File: src/rtl/data_unpack_unit_if.sv
// Packed-word in / operand-pair out handshake bundle for data_unpack_unit.
interface data_unpack_unit_if #(
    parameter int WIDTH = 8,
    parameter int DEPTH = 4
);
    logic                       data_valid;
    logic [2*WIDTH*DEPTH-1:0]   data_in;
    logic                       in_ready;
    logic [WIDTH-1:0]           data_out1;
    logic [WIDTH-1:0]           data_out2;
    logic                       out_valid;
    logic                       out_ready;
    logic                       out_last;

    modport master (
        output data_valid, data_in, out_ready,
        input  in_ready, data_out1, data_out2, out_valid, out_last
    );

    modport slave (
        input  data_valid, data_in, out_ready,
        output in_ready, data_out1, data_out2, out_valid, out_last
    );
endinterface

File: src/rtl/data_unpack_unit.sv
// Buffers one packed word and emits its DEPTH lanes as (lo, hi) operand pairs.
// Optional DATA_UNPACK_PRELOAD_EN: accept the next word on the last beat (no bubble).
module data_unpack_unit #(
    parameter int WIDTH = 8,
    parameter int DEPTH = 4
) (
    input  logic               clk,
    input  logic               rst,
    input  logic               en,
    data_unpack_unit_if.slave  bus
);
    localparam int IW = (DEPTH > 1) ? $clog2(DEPTH) : 1;
    localparam int LW = 2 * WIDTH;

    typedef enum logic {IDLE, SEND} state_t;

    state_t                   state;
    logic [DEPTH-1:0][LW-1:0] lane_buf;
    logic [IW-1:0]            idx;
    logic [LW-1:0]            cur_lane;
    logic                     last_lane;
    logic                     in_hs;
    logic                     beat;

    assign last_lane = (idx == IW'(DEPTH - 1));
    assign cur_lane  = lane_buf[idx];

`ifdef DATA_UNPACK_PRELOAD_EN
    assign bus.in_ready = en && !rst &&
                          ((state == IDLE) || ((state == SEND) && last_lane && bus.out_ready));
`else
    assign bus.in_ready = en && !rst && (state == IDLE);
`endif

    // Outputs come only from the registered buffer and index, never from data_in.
    assign bus.out_valid = en && !rst && (state == SEND);
    assign bus.out_last  = bus.out_valid && last_lane;
    assign bus.data_out1 = cur_lane[WIDTH-1:0];
    assign bus.data_out2 = cur_lane[LW-1:WIDTH];

    assign in_hs = bus.data_valid && bus.in_ready;
    assign beat  = bus.out_valid && bus.out_ready;

    always_ff @(posedge clk) begin
        if (rst) begin
            state    <= IDLE;
            idx      <= '0;
            lane_buf <= '0;
        end else if (en) begin
            case (state)
                IDLE: begin
                    if (in_hs) begin
                        lane_buf <= bus.data_in;
                        idx      <= '0;
                        state    <= SEND;
                    end
                end
                SEND: begin
                    if (beat) begin
                        if (last_lane) begin
                            idx <= '0;
                            // in_hs can only be true here when preload is built in
                            if (in_hs) lane_buf <= bus.data_in;
                            else       state    <= IDLE;
                        end else begin
                            idx <= idx + 1'b1;
                        end
                    end
                end
            endcase
        end
    end
endmodule

File: src/flat_wrapper.sv
// flat-port wrapper written by rule: the top's interface ports become plain ports
module data_unpack_unit_flat 
#(
    parameter int WIDTH = 8,
    parameter int DEPTH = 4
)
  (clk, rst, en, bus_data_valid, bus_data_in, bus_out_ready, bus_in_ready, bus_data_out1, bus_data_out2, bus_out_valid, bus_out_last);
  data_unpack_unit_if #(.WIDTH(WIDTH), .DEPTH(DEPTH)) bus_i ();
  input  logic clk;
  input  logic rst;
  input  logic en;
  input wire logic [$bits(bus_i.data_valid)-1:0] bus_data_valid;
  input wire logic [$bits(bus_i.data_in)-1:0] bus_data_in;
  input wire logic [$bits(bus_i.out_ready)-1:0] bus_out_ready;
  output wire logic [$bits(bus_i.in_ready)-1:0] bus_in_ready;
  output wire logic [$bits(bus_i.data_out1)-1:0] bus_data_out1;
  output wire logic [$bits(bus_i.data_out2)-1:0] bus_data_out2;
  output wire logic [$bits(bus_i.out_valid)-1:0] bus_out_valid;
  output wire logic [$bits(bus_i.out_last)-1:0] bus_out_last;
  assign bus_i.data_valid = bus_data_valid;
  assign bus_i.data_in = bus_data_in;
  assign bus_i.out_ready = bus_out_ready;
  assign bus_in_ready = bus_i.in_ready;
  assign bus_data_out1 = bus_i.data_out1;
  assign bus_data_out2 = bus_i.data_out2;
  assign bus_out_valid = bus_i.out_valid;
  assign bus_out_last = bus_i.out_last;
  data_unpack_unit #(.WIDTH(WIDTH), .DEPTH(DEPTH)) u_core (.clk(clk), .rst(rst), .en(en), .bus(bus_i));
endmodule
File: config.mk
export PLATFORM = sky130hd
export DESIGN_NAME = data_unpack_unit_flat
export DESIGN_NICKNAME = d
export VERILOG_FILES = /design/src/rtl/data_unpack_unit_if.sv /design/src/rtl/data_unpack_unit.sv /design/src/flat_wrapper.sv
export SDC_FILE = /design/constraint.sdc
export NUM_CORES = 1
export LEC_CHECK = 0
export ABC_AREA = 1
export CORE_UTILIZATION = 35
export DETAILED_ROUTE_END_ITERATION = 8
export PLACE_DENSITY = 0.7
export SLEW_MARGIN = 0
export SYNTH_ARGS = -nofsm -noshare
export SYNTH_HDL_FRONTEND = slang
export SYNTH_SLANG_ARGS = --single-unit
File: constraint.sdc
create_clock -name clk -period 1.45 [get_ports clk]
set_input_delay 0.29 -clock clk [delete_from_list [all_inputs] [get_ports clk]]
set_output_delay 0.29 -clock clk [all_outputs]
set_load 0.02 [all_outputs]
**Word-level counts from Yosys, hierarchy flattened**

Cells that the tools add are included.

- RAM bits: 0
- Memories kept: 0
- Register bits after elaboration: 67
- Logic and storage cells: 36
- Bits in read-only memories: 0
- Output and inout bits: 19
- Bits in latches: 0
- Input bits: 69

- Shifts and indexed selects: 0
- Div/mod/pow operators: 0
- Magnitude comparators: 1
- $mul: 0
- Eq/ne operators: 4
- Mux-type cells: 14
- Add/subtract/negate cells: 1
- Bitwise gates (word level): 1
- Reduce and logical (&&, ||, !) cells: 9

Operator list:

| cell | count |
|---|---|
| 2-to-1 mux 64 bit | 3 |
| case mux 64 bit (2 select lines) | 1 |
| binary-select mux 16 bit (select 2 bit) | 1 |
| 2-to-1 mux 16 bit | 1 |
| logical AND 1 bit | 6 |
| 2-to-1 mux 2 bit | 3 |
| AND reduction 3 bit | 2 |
| inequality test 2 bit, second input constant | 2 |
| case mux 2 bit (2 select lines) | 1 |
| less-than comparator 2 x 3 -> 1 bit, second input constant | 1 |
| 2-to-1 mux 1 bit | 3 |
| adder 2 x 1 -> 2 bit, second input constant | 1 |
| == test 2 bit, second input constant | 1 |
| inequality test 2 x 1 -> 1 bit, second input constant | 1 |
| case mux 1 bit (2 select lines) | 1 |
| zero test 1 bit | 1 |
| NOT 1 bit | 1 |

**Depth between registers and ports, before layout**

- Depth after elaboration: 8
- Mapped depth: 7
- Gate-level depth less buffers: 6

**Least setup slack after synthesis**

Ideal clock, no wire load.

- Kind: register to output
- Start: register u_core.idx[0]
- End: output port bus_data_out1[2]
- Path buffers: 2
- Data required time: 1.160 ns
- Arrival: 1.244 ns
- Path slack: -0.084 ns
- Cell stages (with the launch flop): 5
- Path through: dfxtp_1 -> clkbuf_1 -> clkbuf_1 -> o21ai_0 -> o22ai_1

- Cells in the longest elaborated chain, start to end: 2

Ends and longest elaborated chain:

| item | RTL line | text |
|---|---|---|
| start: declaration | data_unpack_unit.sv:19 | `logic [IW-1:0] idx;` |
| start signal: assignment | data_unpack_unit.sv:66 | `idx <= idx + 1'b1;` |
| binary-select mux 16 bit (select 2 bit) | data_unpack_unit.sv:26 | `assign cur_lane = lane_buf[idx];` |
| 2-to-1 mux 16 bit (implied by the code) | data_unpack_unit.sv:26 |  |
| end: declaration | flat_wrapper.sv:16 | `output wire logic [$bits(bus_i.data_out1)-1:0] bus_data_out1;` |

No other way between the ends. The select of a mux whose other input is x is not followed.

**Worst setup path in the final report**

- Start: register u_core.idx[0]
- End: output port bus_data_out2[5]

- Cells in the longest elaborated chain, start to end: 2

Ends and longest elaborated chain:

| item | RTL line | text |
|---|---|---|
| binary-select mux 16 bit (select 2 bit) | data_unpack_unit.sv:26 |  |
| 2-to-1 mux 16 bit (implied by the code) | data_unpack_unit.sv:26 |  |
| end: declaration | flat_wrapper.sv:17 | `output wire logic [$bits(bus_i.data_out2)-1:0] bus_data_out2;` |

No other way between the ends. The select of a mux whose other input is x is not followed.

==> results.sh <==
export IMPL_via_per_inst=5.11
export IMPL_vdd_drop_max_mv=0.522
export IMPL_dpl_worst_slack_ns=-0.557
export IMPL_clk_pin_slew_ns=0.07
export IMPL_slew_viol_final=0
export IMPL_layout_drive_gt1_share=0.202
export IMPL_die_h_um=93.1
export IMPL_placementRows=32
export IMPL_synthArstFlopShare=0
export IMPL_coreArea_sq_um=7890
export IMPL_instances_no_fill=602
export IMPL_fin_crit_sh=1.13
export IMPL_ys_types=17
export IMPL_tns_ns=-2.77
export IMPL_ys_seq_area_frac=0.462
export IMPL_crit_top_cell="buf_6"
export IMPL_htree_levels=3
export IMPL_maxCapViolCount=0
export IMPL_timing_hold_violations_final=0
export IMPL_cts_sinks=67
export IMPL_synth_seq_cells=67
export IMPL_routabilityCongestion=0.841
export IMPL_power_leakage_nw=2.05
export IMPL_die_area_sq_um=8670
export IMPL_n_antenna_cell=0
export IMPL_clock_root_buffer="clkbuf_8"
export IMPL_area_growth_syn_to_layout_pct=54.3
export IMPL_crit_chain="inv_4, buf_6, nor2_1, o22ai_2, buf_6"
export IMPL_fin_skew_ns=0.00410
export IMPL_cts_tree="done"
export IMPL_synth_edf_count=0
export IMPL_dp_cells=584
export IMPL_syn_inst=404
export IMPL_drc_errors=0
export IMPL_clockBufferDepth=2
export IMPL_grt_use_total=0.206
export IMPL_grt_setup_unrepaired="yes"
export IMPL_status="complete, but fails checks"
export IMPL_worstSetupPathType="register to primary output"
export IMPL_syn_avg_cell_area_sq_um=7.19
export IMPL_period_minus_slack_ns=1.64
export IMPL_grt_pass1_wl_um=13900
export IMPL_portBuffers=87
export IMPL_avgRoutedWirePerCell_um=14.5
export IMPL_max_freq_mhz=611
export IMPL_critPathArrivalTime_ns=1.35
export IMPL_synth_ff_type="dfxtp_1"
export IMPL_cp_max_fo=7
export IMPL_cts_hold_buf=0
export IMPL_power_per_cell_area_nw_per_um2=1090
export IMPL_required_ns=1.16
export IMPL_grt_pass1_vias=2876
export IMPL_antenna_found_initial=0
export IMPL_violations="setup timing"
export IMPL_nets=565
export IMPL_grt_ovfl_total=0
export IMPL_crit_slowest_cell="dfxtp_4"
export IMPL_r2r_slack_ns=0.15
export IMPL_max_stage_delay_ns=0.37
export IMPL_drtIter0Drc=139
export IMPL_firstDrtPassIters=4
export IMPL_ant_nets=0
export IMPL_hpwlAfterDp_um=6010
export IMPL_finalWorstSetupSlack_ns=-0.186
export IMPL_numCtsBuffers=9
export IMPL_worstSetupEndpointType="primary output"
export IMPL_routed_wl_um=8750
export IMPL_start_kind="register"
export IMPL_syn_area_sq_um=2910
export IMPL_fp_dieW_um=93.1
export IMPL_finalSetupViolCount=17
export IMPL_hold_path_class="register to register"
export IMPL_yosysWarnings=0
export IMPL_synth_nets=474
export IMPL_initial_core_util=0.368
export IMPL_max_slew_margin=0.821
export IMPL_post_cts_buffers=0
export IMPL_worst_pin_slew_ns=0.269
export IMPL_grt_start_max_net_pins=65
export IMPL_vias=3076
export IMPL_clk_latency_ns=0.33
export IMPL_num_io_pins=88
[cell type report]
class | count | area [sq um]
clock inverter | 6 | 111
clock buffer | 10 | 138
sequential | 67 | 1350
inverter | 7 | 28.8
multi-input combinational | 293 | 1530
fill | 730 | 3400
timing repair buffer | 117 | 1200
tap | 102 | 128
[path summary, 6_finish.rpt]
path                               startpoint                          endpoint  depth (start not counted)
max                u_core.idx[0]$_SDFFE_PP0P_                  bus_data_out2[5]                          5
min          u_core.lane_buf[35]$_SDFFE_PP0P_  u_core.lane_buf[35]$_SDFFE_PP0P_                          2
max reg2reg         u_core.state$_SDFFE_PP0P_  u_core.lane_buf[37]$_SDFFE_PP0P_                          7
min reg2reg  u_core.lane_buf[35]$_SDFFE_PP0P_  u_core.lane_buf[35]$_SDFFE_PP0P_                          2
[cells in the mapped netlist (2+ instances only)]
library cell / n / share of area
buf_1: 5 / 0.0065
nand2_1: 71 / 0.092
nand4_1: 2 / 0.0043
nor2_1: 37 / 0.048
inv_1: 5 / 0.0065
nand3_1: 131 / 0.23
clkbuf_1: 12 / 0.016
o22ai_1: 16 / 0.034
dfxtp_1: 67 / 0.46
o21ai_0: 32 / 0.055
buf_2: 17 / 0.029
buf_4: 3 / 0.0078
inv_2: 2 / 0.0026
[through the flow]
step | hold WS (ns) | utilization | power, mW | instance area (sq um)
2_1_floorplan | 0.428 | - | 2.47 | 3010
3_3_place_gp | 0.449 | 0.522 | 2.92 | 4120
3_5_place_dp | 0.457 | 0.522 | 2.93 | 4120
4_1_cts | 0.466 | 0.560 | 4.86 | 4420
5_1_grt | 0.480 | 0.568 | 5.08 | 4480
6_report | 0.466 | 0.568 | 4.87 | 4480
[state kept, by name (all words and copies together) (netlist names)]
signal / cells
u_core.state: 1
u_core.idx: 2
u_core.lane_buf: 64
[layout by cell type, fill, tap and decap left out]
cell,Yosys,final
clkdlybuf4s50_1,0,65
o21ai_2,0,10
inv_2,2,3
clkbuf_8,0,10
buf_2,17,2
buf_12,0,6
ha_1,1,1
dfxtp_1,67,65
nand4_1,2,2
o21ai_1,0,15
o21ai_0,32,6
o21ai_4,0,1
inv_1,5,3
bufinv_16,0,3
dlygate4sd2_1,0,2
inv_4,0,1
nor2_4,0,1
clkinvlp_4,0,1
clkinv_2,0,1
buf_8,0,1
buf_4,3,20
buf_6,0,21
nand3_1,131,131
nor3_1,1,1
a21oi_1,1,1
nor2_1,37,36
inv_6,0,1
o22ai_2,0,16
dfxtp_4,0,2
nand2_1,71,71
nor3_4,0,1
[repair_timing]
item	in CTS	in global routing
pin swaps	3	1
setup endpoints to repair	21	20
gates cloned	2	0
gates resized for setup	147	21
[kinds of logic after synthesis]
logic type | synth area share
AND/OR/NAND/NOR | 0.375
adder cells (fa/ha/maj) | 0.00431
AO/OA/AOI/OAI | 0.0913
flip-flops | 0.462
buffers and inverters | 0.0680
[layer usage]
metal,part of all wire,GRT usage
met5,0,0
met2,0.47,0.334
met1,0.47,0.276
met3,0.054,0.0504
met4,0.0050,0.0462
[report_power, final]
group / switching, mW / internal, mW / leakage [nW] / total [mW]
combinational: 0.461 / 0.486 / 1.38 / 0.948
clock: 0.714 / 1.19 / 0.123 / 1.91
sequential: 0.0731 / 1.94 / 0.549 / 2.02
total: 1.25 / 3.62 / 2.05 / 4.87
[worst max-delay path: cells and delay by family (launching register included)]
family	cells	cell delay, ns
and+or+nand+nor	1	0.06
buffers and inverters	3	0.38
DFF	1	0.37
AOI/OAI and AO/OA	1	0.19
No activity file was read; power rests on OpenSTA's default activity.
